[src/rtl/axi_rd_arbiter_pkg.sv]
// Shared definitions for the two-requester AXI4 read arbiter:
// FSM state encoding, requester (owner) encoding and fixed AXI field values.
package axi_rd_arbiter_pkg;

    typedef enum logic [1:0] {
        IDLE = 2'd0,
        ADDR = 2'd1,
        RESP = 2'd2
    } state_t;

    typedef enum logic {
        OWN_I = 1'b0,
        OWN_D = 1'b1
    } owner_t;

    localparam logic [2:0] ARSIZE_4B    = 3'b010;
    localparam logic [1:0] ARBURST_INCR = 2'b01;
    localparam logic [1:0] RESP_OKAY    = 2'b00;

    function automatic owner_t other_owner(input owner_t o);
        return (o == OWN_I) ? OWN_D : OWN_I;
    endfunction

endpackage

[src/rtl/axi_rd_arbiter_rr_pick.sv]
// Two-way grant selector: a lone requester always wins, and on a tie the
// side named by 'favour' wins. With nobody asking the result is don't-care.
module axi_rd_arbiter_rr_pick
    import axi_rd_arbiter_pkg::*;
(
    input  logic   i_req,
    input  logic   d_req,
    input  owner_t favour,
    output owner_t pick
);

    // Choose the winner of the current request pattern
    always_comb begin
        pick = OWN_D;
        if (i_req && d_req) begin
            pick = favour;
        end else if (i_req) begin
            pick = OWN_I;
        end
    end

endmodule

[src/rtl/axi_rd_arbiter.sv]
// Shares one AXI4 read master between an instruction-fetch requester (I)
// and a data-load requester (D), one single-beat transaction at a time.
// Optional macro ARB_ROUND_ROBIN_EN: ties alternate between requesters;
// without it D always wins a tie and no pointer register is built.
module axi_rd_arbiter
    import axi_rd_arbiter_pkg::*;
#(
    parameter int C_M_AXI_THREAD_ID_WIDTH = 1,
    parameter int C_M_AXI_ADDR_WIDTH      = 32,
    parameter int C_M_AXI_DATA_WIDTH      = 32
)
(
    input  logic                               CLK,
    input  logic                               RST,

    input  logic                               I_REQ,
    input  logic [C_M_AXI_ADDR_WIDTH-1:0]      I_ADDR,
    output logic                               I_GNT,
    output logic [C_M_AXI_DATA_WIDTH-1:0]      I_RDATA,
    output logic                               I_RVALID,
    output logic                               I_RERR,

    input  logic                               D_REQ,
    input  logic [C_M_AXI_ADDR_WIDTH-1:0]      D_ADDR,
    output logic                               D_GNT,
    output logic [C_M_AXI_DATA_WIDTH-1:0]      D_RDATA,
    output logic                               D_RVALID,
    output logic                               D_RERR,

    output logic                               BUSY,

    output logic [C_M_AXI_THREAD_ID_WIDTH-1:0] M_AXI_ARID,
    output logic [C_M_AXI_ADDR_WIDTH-1:0]      M_AXI_ARADDR,
    output logic [7:0]                         M_AXI_ARLEN,
    output logic [2:0]                         M_AXI_ARSIZE,
    output logic [1:0]                         M_AXI_ARBURST,
    output logic                               M_AXI_ARVALID,
    input  logic                               M_AXI_ARREADY,

    input  logic [C_M_AXI_THREAD_ID_WIDTH-1:0] M_AXI_RID,
    input  logic [C_M_AXI_DATA_WIDTH-1:0]      M_AXI_RDATA,
    input  logic [1:0]                         M_AXI_RRESP,
    input  logic                               M_AXI_RLAST,
    input  logic                               M_AXI_RVALID,
    output logic                               M_AXI_RREADY
);

    state_t state;
    state_t state_next;
    owner_t owner;
    owner_t pick;
    owner_t favour;
    logic   any_req;
    logic   latch_req;
    logic   r_done;

    // Single-beat reads only: ID and RLAST carry no information here.
    logic unused_r_fields;
    assign unused_r_fields = ^{M_AXI_RID, M_AXI_RLAST};

    assign any_req   = I_REQ || D_REQ;
    assign latch_req = (state == IDLE) && any_req;
    assign r_done    = (state == RESP) && M_AXI_RVALID;

    assign M_AXI_ARID    = '0;
    assign M_AXI_ARLEN   = 8'd0;
    assign M_AXI_ARSIZE  = ARSIZE_4B;
    assign M_AXI_ARBURST = ARBURST_INCR;

`ifdef ARB_ROUND_ROBIN_EN
    owner_t rr_ptr;

    // Hand the tie-break to the side that did not win the latest grant
    always_ff @(posedge CLK) begin
        if (!RST) begin
            rr_ptr <= OWN_D;
        end else if (latch_req) begin
            rr_ptr <= other_owner(pick);
        end
    end

    assign favour = rr_ptr;
`else
    assign favour = OWN_D;
`endif

    axi_rd_arbiter_rr_pick rr_pick (
        .i_req  (I_REQ),
        .d_req  (D_REQ),
        .favour (favour),
        .pick   (pick)
    );

    // FSM state register
    always_ff @(posedge CLK) begin
        if (!RST) begin
            state <= IDLE;
        end else begin
            state <= state_next;
        end
    end

    // Next state plus the handshake-facing outputs, all decoded from state
    always_comb begin
        state_next    = state;
        M_AXI_ARVALID = 1'b0;
        M_AXI_RREADY  = 1'b0;
        I_GNT         = 1'b0;
        D_GNT         = 1'b0;
        BUSY          = 1'b0;
        case (state)
            IDLE: begin
                if (any_req) begin
                    state_next = ADDR;
                end
            end
            ADDR: begin
                M_AXI_ARVALID = 1'b1;
                BUSY          = 1'b1;
                if (M_AXI_ARREADY) begin
                    state_next = RESP;
                    I_GNT      = (owner == OWN_I);
                    D_GNT      = (owner == OWN_D);
                end
            end
            RESP: begin
                M_AXI_RREADY = 1'b1;
                BUSY         = 1'b1;
                if (M_AXI_RVALID) begin
                    state_next = IDLE;
                end
            end
            default: begin
                state_next = IDLE;
            end
        endcase
    end

    // Capture the winner and its address when leaving IDLE; both stay put
    // until the next arbitration so ARADDR is stable through backpressure
    always_ff @(posedge CLK) begin
        if (!RST) begin
            owner        <= OWN_D;
            M_AXI_ARADDR <= '0;
        end else if (latch_req) begin
            owner        <= pick;
            M_AXI_ARADDR <= (pick == OWN_D) ? D_ADDR : I_ADDR;
        end
    end

    // Route the accepted R beat to its owner: data is held, valid/error pulse
    always_ff @(posedge CLK) begin
        if (!RST) begin
            I_RDATA  <= '0;
            I_RVALID <= 1'b0;
            I_RERR   <= 1'b0;
            D_RDATA  <= '0;
            D_RVALID <= 1'b0;
            D_RERR   <= 1'b0;
        end else begin
            I_RVALID <= 1'b0;
            I_RERR   <= 1'b0;
            D_RVALID <= 1'b0;
            D_RERR   <= 1'b0;
            if (r_done) begin
                if (owner == OWN_I) begin
                    I_RDATA  <= M_AXI_RDATA;
                    I_RVALID <= 1'b1;
                    I_RERR   <= (M_AXI_RRESP != RESP_OKAY);
                end else begin
                    D_RDATA  <= M_AXI_RDATA;
                    D_RVALID <= 1'b1;
                    D_RERR   <= (M_AXI_RRESP != RESP_OKAY);
                end
            end
        end
    end

endmodule

[config.mk]
export PLATFORM = sky130hd
export DESIGN_NAME = axi_rd_arbiter
export DESIGN_NICKNAME = d
export VERILOG_FILES = /design/src/rtl/axi_rd_arbiter_pkg.sv /design/src/rtl/axi_rd_arbiter_rr_pick.sv /design/src/rtl/axi_rd_arbiter.sv
export SDC_FILE = /design/constraint.sdc
export NUM_CORES = 1
export LEC_CHECK = 0
export BUFFER_PORTS_ARGS = -buffer_cell sky130_fd_sc_hd__buf_4
export CAP_MARGIN = 20
export CORE_ASPECT_RATIO = 1.4
export CORE_MARGIN = 4
export CORE_UTILIZATION = 30
export CTS_BUF_LIST = sky130_fd_sc_hd__clkbuf_16
export DETAILED_ROUTE_END_ITERATION = 8
export PLACE_DENSITY = 0.62
export SYNTH_ARGS = -nofsm -noshare
export SYNTH_HDL_FRONTEND = slang
export SYNTH_HIERARCHICAL = 1
export SYNTH_SLANG_ARGS = --single-unit
[constraint.sdc]
create_clock -name CLK -period 1.4 [get_ports CLK]
set_input_delay 0.07 -clock CLK [delete_from_list [all_inputs] [get_ports CLK]]
set_output_delay 0.07 -clock CLK [all_outputs]
set_load 0.05 [all_outputs]
==> metrics.csv <==
stage,metric,value,unit
sta,peak clock frequency supported by timing,0.743,GHz
detailed_routing,vias after detailed routing,3987,
die,die height,154,um
pwr,total power density per cell area,1240,nW/um2
clock_tree,TritonCTS clock tree,yes,
grt,GRT Overall Usage,14.8,%
synthesis,count of mapped cells out of synthesis,473,
synthesis,share of synthesized area occupied by flip-flops and latches,44.9,%
placed_design,RD Place Congestion,0.745,
worst_setup_path,critical-path maximum fanout,5,
worst_setup_path,Worst R2R Setup Slack,90,ps
detailed_routing,number of detailed-routing iterations run before antenna repair,4,
synthesis,leading cell type by number of instances after synthesis,nand2_1,
layout,Syn-to-layout area delta,52.8,%
placed_design,quantity of I/O buffers inserted on ports,208,
synthesis,number of flops mapped to enable cells by yosys,0,
grt,residual overflow from global routing,0,
pwr,overall power consumption,8.70,mW
worst_setup_path,cell chain of the critical path,"inv_2, ha_4, and3_2, buf_6",
worst_setup_path,WS Path Type,flop to output pin,
sta,minimum setup slack in the final design,54.4,ps
clock_tree,total number of clock tree sinks,103,
worst_setup_path,critical register-to-register path startpoint,state[1]$_SDFFE_PN0P_,
die,floorplan die area,17400,um2
die,I/O Pins,225,
pwr,highest ir drop seen on vdd,0.665,mV
sta,Final Critical Period,1350,ps
die,total number of placement rows,53,
detailed_routing,Starting DRT DRC Count,150,
sta,RSZ-0062 raised after global routing,false,
clock_tree,number of H-tree branching levels,3,
detailed_routing,DRC violations left,0,
worst_hold_path,destination of the worst hold path,I_RERR$_SDFF_PP0_,
layout,fraction of layout cells with a size suffix above 1,42.9,%
grt,number of global-route vias before repair,4173,
detailed_routing,final routed wire length divided by cell count,14.5,um
synthesis,Synth async-reset ratio,0,%
clock_tree,clock insertion delay at the later pin of the skew report,340,ps
synthesis,cell type with the highest aggregate area in the netlist,dfxtp_1,
worst_hold_path,critical hold path startpoint,M_AXI_RRESP[0],
synthesis,number of warning messages in the yosys log,6,
sta,Final Max Tran Viols,0,
synthesis,most instantiated flip-flop cell in the synthesis netlist,dfxtp_1,
worst_hold_path,Worst Hold Path Cells,3,
clock_tree,post-CTS clock slew at the launch and capture registers of the worst setup and hold paths,70,ps
layout,Filler Cells Inserted,1424,
grt,wire length of the first global-routing pass,21.0,mm
synthesis,Netlist cell types,29,
sta,part of the cycle the worst path needs,96.1,%
synthesis,"top cells by area, synth","dfxtp_1 45%, nand2_1 13%, a21boi_2 12%",
layout,# nets final,811,
pwr,leakage power,3.33,nW
detailed_routing,number of nets with antenna violations after routing,0,
worst_setup_path,worst path required time,1330,ps
placed_design,post-placement worst setup slack,-47.8,ps
sta,largest clock skew in the final design,7.55,ps
layout,number of antenna diodes,0,
worst_setup_path,slowest cell on the critical path,dfxtp_4,
clock_tree,count of buffers added by post-CTS timing repair for setup,0,
status,outcome,finished clean,
grt,maximum number of pins on one net before global-route repair,38,
worst_setup_path,crit path launch type,flop,
worst_setup_path,CP Data Arrival Time,1280,ps
detailed_routing,Final Routed Wirelength,13.1,mm
synthesis,synthesized cell area,4600,um2
sta,hold violation total from the final report,0,
clock_tree,clock buffer depth,2,
worst_setup_path,Crit Reg-Reg Endpoint,state[0]$_SDFFE_PN0P_,
run,maxcap violations,0,
placed_design,Post-DP HPWL,9.75,mm
sta,final count of negative-setup-slack endpoints,0,
synthesis,register bit count reported by yosys,103,
worst_setup_path,combined buffer and inverter count along the critical path,2,
worst_setup_path,depth of the worst register-to-register path,5,
worst_setup_path,element type at the critical path end,output pin,
synthesis,commonest cells in the netlist,"164 x nand2_1, 103 x dfxtp_1, 49 x a21boi_2, 34 x mux2i_1, 32 x o211a_1",
detailed_routing,via count normalized by instance count,4.44,
worst_setup_path,Crit path largest cell delay,360,ps
synthesis,per-instance average area after synthesis,9.72,um2
clock_tree,CTS Root Buffer Type,clkbuf_16,
worst_hold_path,Worst Hold Class,input port to flop,
clock_tree,cts bufs inserted,9,
worst_setup_path,critical path's top delay family,flip-flops,
die,Initial Utilization,30.5,%
synthesis,area share of the largest cell type after synthesis,44.9,%
grt,number of antenna violations at the first check in global routing,0,
die,horizontal extent of the die,113,um
die,area of the core region,15100,um2
==> tightest hold or removal path: cells and delay by family <==
family	cells	cell delay (ps)
buffers and inverters	1	70
and+or+nand+nor	1	90
AOI/OAI and AO/OA	1	90
==> worst max path at each step <==
| stage | start | endpoint | slack (ps) | cells past startpoint |
|---|---|---|---|---|
| CTS | state[0]$_SDFFE_PN0P_ | BUSY | -6 | 3 |
| floorplan | state[1]$_SDFFE_PN0P_ | state[1]$_SDFFE_PN0P_ | 30 | 5 |
| detailed placement | state[0]$_SDFFE_PN0P_ | M_AXI_ARADDR[12]$_SDFFE_PN0P_ | -50 | 6 |
| global placement | state[0]$_SDFFE_PN0P_ | M_AXI_ARADDR[12]$_SDFFE_PN0P_ | 20 | 6 |
| global route | state[0]$_SDFFE_PN0P_ | state[1]$_SDFFE_PN0P_ | 2 | 5 |
| finish | state[1]$_SDFFE_PN0P_ | D_GNT | 50 | 4 |
==> state kept, by name (all words and copies together) (netlist names) <==
register and count:
D_RDATA 32, state 2, M_AXI_ARADDR 32, I_RVALID 1
I_RDATA 32, owner 1, D_RVALID 1, I_RERR 1
D_RERR 1
==> kinds of logic (layout without fill, tap and decap cells) <==
| family | Yosys count | after routing | synth area share [%] |
|---|---|---|---|
| other | 2 | 15 | 0.163 |
| AND/OR/NAND/NOR | 177 | 177 | 15.1 |
| buffers and inverters | 52 | 272 | 9.18 |
| adder cells (fa/ha/maj) | 3 | 3 | 0.817 |
| AO/OA/AOI/OAI | 102 | 102 | 22.5 |
| multiplexers | 34 | 34 | 7.41 |
| flip-flops | 103 | 103 | 44.9 |
==> area by class of cell <==
type	count	area, um2	share of cell area (%)
Clock buffer	9	225	3.21
Clock inverter	6	68.8	0.980
Inverter	2	10.0	0.143
Multi-Input combinational cell	331	2230	31.7
Sequential cell	103	2070	29.4
Tap cell	192	240	3.42
Timing Repair Buffer	255	2180	31.1
==> placed cells by master (no fill, tap or decap), types with 2 or more instances in the layout <==
cell           instances
a21boi_0               4
a21boi_1              11
a21boi_2              49
and2_1                 2
and3_2                 2
buf_12                13
buf_4                207
buf_6                  2
clkbuf_16              9
conb_1                15
dfxtp_1              101
dlygate4sd3_1         32
ha_4                   3
inv_6                  3
mux2i_1               34
nand2_1              164
nor2_1                 3
o211a_1               32
==> timing repair <==
action	4_1_cts	5_1_grt
gates cloned	1	0
pin swaps	0	3
setup endpoints to repair	30	82
endpoints found under the hold margin	59	0
hold buffers	32	0
gates resized for setup	8	12
==> through the flow <==
stage	area, um2	hold slack (ps)	setup TNS, ps	utilization, %	cells
3_3_place_gp	6320	335	0	42.0	850
6_report	7020	17.1	0	46.7	898
5_1_grt	7020	50.6	0	46.7	898
2_1_floorplan	4670	205	0	-	486
3_5_place_dp	6320	339	-758	42.0	850
4_1_cts	6990	3.47	-5.91	46.5	898
==> metal layers <==
metal  global-route usage [%]  wire length, um  part of all wire (%)
met5                        0                0                     0
met4                     4.98              182                   1.4
met3                     3.84             1080                   8.3
met2                     26.7             6660                    51
met1                     16.7             5130                    39
==> where the power goes <==
group	internal (mW)	switching, mW
combinational	1.11	1.73
clock	1.39	1.13
sequential	3.18	0.152
No activity file was read; power rests on OpenSTA's default activity.
